--- src/rtl/mul_pkg.sv ---
// Shared types and defaults for the multiplier controller, its datapath and bench.
package mul_pkg;

  localparam int unsigned MUL_WIDTH = 2;

  typedef enum logic [2:0] {
    IDLE,
    LOAD,
    ACCUM,
    DONE,
    ERR
  } mul_state_e;

  // Datapath strobes plus status, decoded together from the FSM state
  typedef struct packed {
    logic loadA;
    logic loadB;
    logic decB;
    logic loadF;
    logic clear;
    logic busy;
    logic done;
    logic err;
  } mul_ctrl_t;

endpackage

--- src/rtl/mul_controller_if.sv ---
// Handshake, datapath flag and control bundle between the controller and its datapath/host.
interface mul_controller_if import mul_pkg::*; #(
  parameter int unsigned WIDTH = MUL_WIDTH
);

  logic             start;
  logic             ack;
  logic             b_in_zero;
  logic             zero;
  logic             loadA;
  logic             loadB;
  logic             decB;
  logic             loadF;
  logic             clear;
  logic             busy;
  logic             done;
  logic             err;
  logic [WIDTH:0]   iter;

  modport master (
    output start, ack, b_in_zero, zero,
    input  loadA, loadB, decB, loadF, clear, busy, done, err, iter
  );

  modport slave (
    input  start, ack, b_in_zero, zero,
    output loadA, loadB, decB, loadF, clear, busy, done, err, iter
  );

endinterface

--- src/rtl/mul_iter_cnt.sv ---
// Accumulate-cycle counter: synchronous clear, increment, saturates at MAX_ITER.
module mul_iter_cnt #(
  parameter int unsigned WIDTH    = 2,
  parameter int unsigned MAX_ITER = (2**WIDTH) - 1
) (
  input  logic           clk,
  input  logic           rst,
  input  logic           clear,
  input  logic           inc,
  output logic [WIDTH:0] iter,
  output logic           at_max_c
);

  localparam int unsigned IW = WIDTH + 1;

  logic [WIDTH:0] iter_q;
  logic [WIDTH:0] iter_d;

  assign at_max_c = (iter_q >= IW'(MAX_ITER));
  assign iter     = iter_q;

  always_comb begin
    iter_d = iter_q;
    if (clear) begin
      iter_d = '0;
    end else if (inc && !at_max_c) begin
      iter_d = iter_q + IW'(1);
    end
  end

  always_ff @(posedge clk or posedge rst) begin
    if (rst) begin
      iter_q <= '0;
    end else begin
      iter_q <= iter_d;
    end
  end

endmodule

--- src/rtl/mul_controller.sv ---
// Shift-free multiply controller: loads operands, accumulates until B counts down to zero,
// flags a timeout if zero never arrives, and holds DONE/ERR until acknowledged.
module mul_controller import mul_pkg::*; #(
  parameter int unsigned WIDTH    = MUL_WIDTH,
  parameter int unsigned MAX_ITER = (2**WIDTH) - 1
) (
  input  logic              clk,
  input  logic              rst,
  mul_controller_if.slave   bus
);

  mul_state_e     state_q;
  mul_state_e     state_d;
  logic           bz_q;
  logic           bz_d;
  mul_ctrl_t      ctrl_c;
  logic           cnt_clr_c;
  logic           cnt_inc_c;
  logic           at_max_c;
  logic [WIDTH:0] iter;

  mul_iter_cnt #(
    .WIDTH    (WIDTH),
    .MAX_ITER (MAX_ITER)
  ) u_iter_cnt (
    .clk      (clk),
    .rst      (rst),
    .clear    (cnt_clr_c),
    .inc      (cnt_inc_c),
    .iter     (iter),
    .at_max_c (at_max_c)
  );

  always_ff @(posedge clk or posedge rst) begin
    if (rst) begin
      state_q <= IDLE;
      bz_q    <= 1'b0;
    end else begin
      state_q <= state_d;
      bz_q    <= bz_d;
    end
  end

  // Moore decode; only decB/loadF/inc in ACCUM look at zero and saturation
  always_comb begin
    state_d   = state_q;
    bz_d      = bz_q;
    ctrl_c    = '0;
    cnt_clr_c = 1'b0;
    cnt_inc_c = 1'b0;
    unique case (state_q)
      IDLE: begin
        if (bus.start) begin
          state_d   = LOAD;
          bz_d      = bus.b_in_zero;
          cnt_clr_c = 1'b1;
        end
      end
      LOAD: begin
        ctrl_c.loadA = 1'b1;
        ctrl_c.loadB = 1'b1;
        ctrl_c.clear = 1'b1;
        ctrl_c.busy  = 1'b1;
        state_d      = bz_q ? DONE : ACCUM;
      end
      ACCUM: begin
        ctrl_c.busy = 1'b1;
        if (bus.zero) begin
          state_d = DONE;
        end else if (!at_max_c) begin
          ctrl_c.decB  = 1'b1;
          ctrl_c.loadF = 1'b1;
          cnt_inc_c    = 1'b1;
        end else begin
          state_d = ERR;
        end
      end
      DONE: begin
        ctrl_c.done = 1'b1;
        if (bus.ack) state_d = IDLE;
      end
      ERR: begin
        ctrl_c.err = 1'b1;
        if (bus.ack) state_d = IDLE;
      end
      default: state_d = IDLE;
    endcase
  end

  assign bus.loadA = ctrl_c.loadA;
  assign bus.loadB = ctrl_c.loadB;
  assign bus.decB  = ctrl_c.decB;
  assign bus.loadF = ctrl_c.loadF;
  assign bus.clear = ctrl_c.clear;
  assign bus.busy  = ctrl_c.busy;
  assign bus.done  = ctrl_c.done;
  assign bus.err   = ctrl_c.err;
  assign bus.iter  = iter;

endmodule

--- src/flat_wrapper.sv ---
// flat-port wrapper written by rule: the top's interface ports become plain ports
module mul_controller_flat import mul_pkg::*;
#(
  parameter int unsigned WIDTH    = MUL_WIDTH,
  parameter int unsigned MAX_ITER = (2**WIDTH) - 1
)
  (clk, rst, bus_start, bus_ack, bus_b_in_zero, bus_zero, bus_loadA, bus_loadB, bus_decB, bus_loadF, bus_clear, bus_busy, bus_done, bus_err, bus_iter);
  mul_controller_if #(.WIDTH(WIDTH)) bus_i ();
  input  logic clk;
  input  logic rst;
  input wire logic [$bits(bus_i.start)-1:0] bus_start;
  input wire logic [$bits(bus_i.ack)-1:0] bus_ack;
  input wire logic [$bits(bus_i.b_in_zero)-1:0] bus_b_in_zero;
  input wire logic [$bits(bus_i.zero)-1:0] bus_zero;
  output wire logic [$bits(bus_i.loadA)-1:0] bus_loadA;
  output wire logic [$bits(bus_i.loadB)-1:0] bus_loadB;
  output wire logic [$bits(bus_i.decB)-1:0] bus_decB;
  output wire logic [$bits(bus_i.loadF)-1:0] bus_loadF;
  output wire logic [$bits(bus_i.clear)-1:0] bus_clear;
  output wire logic [$bits(bus_i.busy)-1:0] bus_busy;
  output wire logic [$bits(bus_i.done)-1:0] bus_done;
  output wire logic [$bits(bus_i.err)-1:0] bus_err;
  output wire logic [$bits(bus_i.iter)-1:0] bus_iter;
  assign bus_i.start = bus_start;
  assign bus_i.ack = bus_ack;
  assign bus_i.b_in_zero = bus_b_in_zero;
  assign bus_i.zero = bus_zero;
  assign bus_loadA = bus_i.loadA;
  assign bus_loadB = bus_i.loadB;
  assign bus_decB = bus_i.decB;
  assign bus_loadF = bus_i.loadF;
  assign bus_clear = bus_i.clear;
  assign bus_busy = bus_i.busy;
  assign bus_done = bus_i.done;
  assign bus_err = bus_i.err;
  assign bus_iter = bus_i.iter;
  mul_controller #(.WIDTH(WIDTH), .MAX_ITER(MAX_ITER)) u_core (.clk(clk), .rst(rst), .bus(bus_i));
endmodule
--- config.mk ---
export PLATFORM = sky130hd
export DESIGN_NAME = mul_controller_flat
export DESIGN_NICKNAME = d
export VERILOG_FILES = /design/src/rtl/mul_pkg.sv /design/src/rtl/mul_controller_if.sv /design/src/rtl/mul_iter_cnt.sv /design/src/rtl/mul_controller.sv /design/src/flat_wrapper.sv
export SDC_FILE = /design/constraint.sdc
export NUM_CORES = 1
export LEC_CHECK = 0
export ABC_AREA = 1
export CORE_MARGIN = 3
export CORE_UTILIZATION = 30
export CTS_BUF_LIST = sky130_fd_sc_hd__clkbuf_4
export DETAILED_ROUTE_END_ITERATION = 8
export GPL_ROUTABILITY_DRIVEN = 0
export PLACE_DENSITY_LB_ADDON = 0.25
export SYNTH_ARGS = -nofsm -noshare
export SYNTH_HDL_FRONTEND = slang
export SYNTH_SLANG_ARGS = --single-unit
--- constraint.sdc ---
create_clock -name clk -period 2.6 [get_ports clk]
set_clock_uncertainty 0.2 [all_clocks]
set_input_delay 0.65 -clock clk [delete_from_list [all_inputs] [get_ports clk]]
set_output_delay 0.65 -clock clk [all_outputs]
set_load 0.01 [all_outputs]
### Yosys cells after proc, flatten, opt, wreduce, memory -nomap -nowiden

Cells that the tools add are included.

| cells by class | value |
|---|---|
| add/sub/neg operators | 1 |
| magnitude comparators | 1 |
| eq/ne operators | 7 |
| multiplexer cells | 21 |
| reductions and logical operators | 8 |

Operator list:

| cell | number |
|---|---|
| $mux 3 | 6 |
| $pmux 3 s4 | 1 |
| $mux 1 | 10 |
| $mux 2 | 4 |
| $eq 3x2->1 const B | 2 |
| $reduce_or 2->1 | 2 |
| $add 3x1->3 const B | 1 |
| $eq 3x1->1 const B | 1 |
| $eq 3x3->1 const B | 1 |
| $ge 3x2->1 const B | 1 |
| $logic_not 3->1 | 1 |
| $ne 3x2->1 const B | 1 |
| $reduce_and 3->1 | 1 |
| $ne 2x1->1 const B | 1 |
| $ne 2x2->1 const B | 1 |
| $reduce_and 2->1 | 1 |
| $reduce_bool 2->1 | 1 |
| $logic_and 1x1->1 | 1 |
| $logic_not 1->1 | 1 |

| word-level totals | value |
|---|---|
| register bits | 7 |
| logic and storage cells | 41 |

### Logic depth before layout (Yosys ltp)

| depth | value |
|---|---|
| word-level depth | 7 |
| depth in mapped cells | 9 |

### Hierarchy

Synthesis repeated with hierarchy kept, for this count alone.

| second synthesis, totals | value |
|---|---|
| cells, all modules | 76 |
| area, all modules | 521.8 um2 |

Modules (own cells, without submodules):

| module | times used | cells each | area each (um2) |
|---|---|---|---|
| mul_controller | 1 | 50 | 314.1 |
| mul_iter_cnt | 1 | 26 | 207.7 |

### Worst setup path after synthesis

OpenSTA, ideal clock, no wires.

| path | value |
|---|---|
| path type | register -> output |
| from | reg u_core.u_iter_cnt.iter_q[0], in the netlist u_core.u_iter_cnt.iter[0] |
| to | out bus_loadF |
| arrival | 1362 ps |
| required time | 1750 ps |
| setup slack | 388 ps |
| stages on the path, launching flop included | 7 |
| path buffers | 1 |
| cells stage by stage | dfrtp_1 > ha_1 > ha_1 > nor2_1 > nand3_1 > nor2_2 > buf_4 |

| on the way | value |
|---|---|
| word-level cells in the longest chain between the ends | 4 |

Ends and longest elaborated chain:

| element | RTL line | RTL |
|---|---|---|
| start: declaration | mul_iter_cnt.sv:16 | `logic [WIDTH:0] iter_q;` |
| start signal: assignment | mul_iter_cnt.sv:35 | `iter_q <= iter_d;` |
| $ge 3x2->1 | mul_iter_cnt.sv:19 | `assign at_max_c = (iter_q >= IW'(MAX_ITER));` |
| $mux 2 | mul_controller.sv:70 | `end else if (!at_max_c) begin` |
| $mux 2 | mul_controller.sv:68 | `if (bus.zero) begin` |
| $mux 2 | mul_controller.sv:51 | `unique case (state_q)` |
| end: declaration | flat_wrapper.sv:18 | `output wire logic [$bits(bus_i.loadF)-1:0] bus_loadF;` |

No other way between the ends.

### Worst setup path after layout

| path | value |
|---|---|
| from | reg u_core.state_q[1] |
| to | out bus_busy |

| on the way | value |
|---|---|
| word-level cells in the longest chain between the ends | 3 |
| elaborated cells on any way between the ends | 4 |
| those cells by class | 2 x eq/ne; 1 x mux; 1 x reduce/logical |

Ends and longest elaborated chain:

| element | RTL line | RTL |
|---|---|---|
| start: declaration | mul_controller.sv:12 | `mul_state_e state_q;` |
| start signal: assignment | mul_controller.sv:39 | `state_q <= state_d;` |
| $eq 3x2->1 / $eq 3x1->1 (equally long branches) | mul_controller.sv:51 |  |
| $reduce_or 2->1 (no line) * | n/a |  |
| $mux 1 * | mul_controller.sv:51 |  |
| end: declaration | flat_wrapper.sv:20 | `output wire logic [$bits(bus_i.busy)-1:0] bus_busy;` |

Mark *: on every way between the ends. The rest lies on a longest branch, timed or not.

==> qor.yml <==
clock_network:
  numClockSinks: 7
  ctsHtreeMaxLevel: 1
  reg_clk_slew_reported_paths_ps: 50
  cts_buffer_depth: 2
  cts_buffers: 3
  tritoncts: "done"
  clock_latency_at_the_later_pin_of_the_worst_skew_pair_ps: 250
  cts.hold.buffers_added: 0
  clock_tree.root_cell: "sky130_fd_sc_hd__clkbuf_4"
worst_setup_path:
  setup.reg_to_reg.worst_slack_ps: 900
  worst_setup_path_start_kind: "flip-flop"
  critical_path.endpoint: "bus_busy"
  timing.setup.critical_path_class: "flip-flop to primary output"
  critical_path_peak_fanout: 6
  timing.rr.end: "u_core.state_q[2]$_DFFE_PP0P_"
  required_ps: 1750
  rr_worst_depth: 8
  reg2reg_from: "u_core.u_iter_cnt.iter[0]$_DFFE_PP0P_"
  critPathCaptureType: "primary output"
  source_of_the_critical_timing_path: "u_core.state_q[1]$_DFFE_PP0P_"
  worst-endpoint-arrival_ps: 1610
synth:
  post_synthesis_sequential_area_ratio: 0.359
  synth_area_um2: 488
  synthesis.area_per_instance_um2: 6.97
  ys_warn_count: 0
  post_synth_num_cell_types: 15
  synth.ff_latch_count: 7
  syn_nets: 78
  syn-instance-count: 70
global_route:
  grt_pass1_wl_mm: 1.68
  grt_start_max_net_pins: 8
  global_route.usage.total: 0.111
  grt_pass1_vias: 417
  antenna_violations_before_repair: 0
  global_route.overflow_total: 0
run_status:
  run_status: "completed"
route:
  vias: 476
  detailedRoute.firstIterationViolations: 9
  wl_per_cell_um: 9.93
  drc_errors: 0
  final_antenna_net_count: 0
  firstDrtPassIters: 4
  routed_via_density: 4.49
  route.final.wire_length_mm: 1.05
timing:
  worst_slew_slack_as_a_fraction_of_its_limit: 0.810
  rsz0062_at_grt: "false"
  setup_violations: 0
  timing_worst_slew_pin_value_ps: 284
  clock.fmax_ghz: 0.406
  final-max-slew-violation-count: 0
  final_min_period_over_clock_period: 0.946
  fin_crit_ps: 2460
  number_of_failing_hold_endpoints_at_the_final_stage: 0
floorplanning:
  core_mm2: 0.00142
  floorplan.io_pins: 17
  die_area_mm2: 0.00215
  chipHeight_um: 46.3
  start_util: 0.345
  chipWidth_um: 46.3
  placement_rows: 13
power:
  ir_worst_vdd_v: 0.000458
  power.share.switching: 0.439
  power_frac_comb: 0.625
  cell_pwr_density_mw_per_mm2: 1200
  intPower_uw: 480
  power.share.clock: 0.127
  post-layout-total-power_uw: 856
  total_leakage_power_nw: 0.376
  power_switching_uw: 376
  power_frac_seq: 0.248
final_layout:
  area_delta_synth_final_pct: 45.6
  drive_above_1_share: 0.209
  most_common_cell_after_layout_fill_and_taps_aside: "sky130_fd_sc_hd__nand2_1"
  num_antenna_cells: 0
  final_core_utilization: 0.502
  layout.nets: 100
  layout_common_cells: "sky130_fd_sc_hd__nand2_1, sky130_fd_sc_hd__clkdlybuf4s50_1, sky130_fd_sc_hd__inv_1"
placement:
  place.detailed.hpwl_um: 857
  buffer_ports.inserted: 16
job:
  maxCapViolations: 0
min_path:
  worst_hold_path_type: "flip-flop to flip-flop"
-- what timing repair did --
| action | CTS | global route |
|---|---|---|
| setup endpoints to repair | 3 | 3 |
| pin swaps | 0 | 1 |
| gates resized for setup | 4 | 5 |
| setup buffers | 0 | 1 |
-- synth_stat cells, drive strengths merged --
cell	n	share of area
nand3	11	0.14
nor3	1	0.010
nor2	9	0.079
inv	13	0.10
dfrtp	7	0.36
nand2	20	0.16
nand3b	1	0.015
o21ai	1	0.010
ha	2	0.051
nand4	2	0.026
buf	3	0.046
-- critical path, cell delays in order, from the launching register on --
cell	delay (ps)
sky130_fd_sc_hd__dfrtp_1	460
sky130_fd_sc_hd__nor3_4	270
sky130_fd_sc_hd__inv_1	60
sky130_fd_sc_hd__nand2_1	50
sky130_fd_sc_hd__clkdlybuf4s50_1	530
-- worst min-delay path by stage --
stage / startpoint / end / depth (start not counted)
floorplan: u_core.bz_q$_DFFE_PP0P_ / u_core.bz_q$_DFFE_PP0P_ / 2
global placement: u_core.bz_q$_DFFE_PP0P_ / u_core.bz_q$_DFFE_PP0P_ / 2
detailed placement: u_core.bz_q$_DFFE_PP0P_ / u_core.bz_q$_DFFE_PP0P_ / 2
CTS: u_core.bz_q$_DFFE_PP0P_ / u_core.bz_q$_DFFE_PP0P_ / 2
global route: u_core.bz_q$_DFFE_PP0P_ / u_core.bz_q$_DFFE_PP0P_ / 2
finish: u_core.bz_q$_DFFE_PP0P_ / u_core.bz_q$_DFFE_PP0P_ / 2
-- layout make-up --
type | instances | area [um2]
Multi-Input combinational cell | 47 | 258
Timing Repair Buffer | 20 | 180
Tap cell | 15 | 18.8
Fill cell | 146 | 704
Inverter | 13 | 48.8
Clock buffer | 4 | 30.0
Sequential cell | 7 | 175
-- state kept, by name, summed over array words and instances, names as in the netlist --
name,count
u_core.u_iter_cnt.iter,3
u_core.bz_q,1
u_core.state_q,3
-- logic make-up after synthesis --
family	Yosys count	synth area share
AND/OR/NAND/NOR	44	0.433
flip-flops	7	0.359
adder cells (fa/ha/maj)	2	0.0513
buffers and inverters	16	0.146
AO/OA/AOI/OAI	1	0.0102
-- through the flow --
stage / setup slack, ps / hold slack (ps) / std cells / TNS (ps) / area, um2
floorplan: 388 / 242 / 70 / 0 / 488
global placement: -226 / 275 / 101 / -446 / 667
detailed placement: -230 / 275 / 101 / -448 / 667
CTS: 29.4 / 287 / 105 / 0 / 704
global route: 35.1 / 337 / 106 / 0 / 711
finish: 139 / 288 / 106 / 0 / 711
-- layer usage --
metal / part of all wire / global-route usage / vias up
li1: - / - / 261
met1: 0.47 / 0.142 / 202
met2: 0.46 / 0.168 / 11
met3: 0.055 / 0.0117 / 2
met4: 0.011 / 0.0852 / 0
met5: 0 / 0 / -
-- power by group through the flow --
stage	registers, mW	logic, mW	clock network [mW]
floorplan	0.209	0.324	0
global placement	0.204	0.524	0
detailed placement	0.205	0.528	0
CTS	0.205	0.532	0.115
global route	0.221	0.599	0.122
finish	0.212	0.535	0.108
Power figures use the tool's default switching activity.
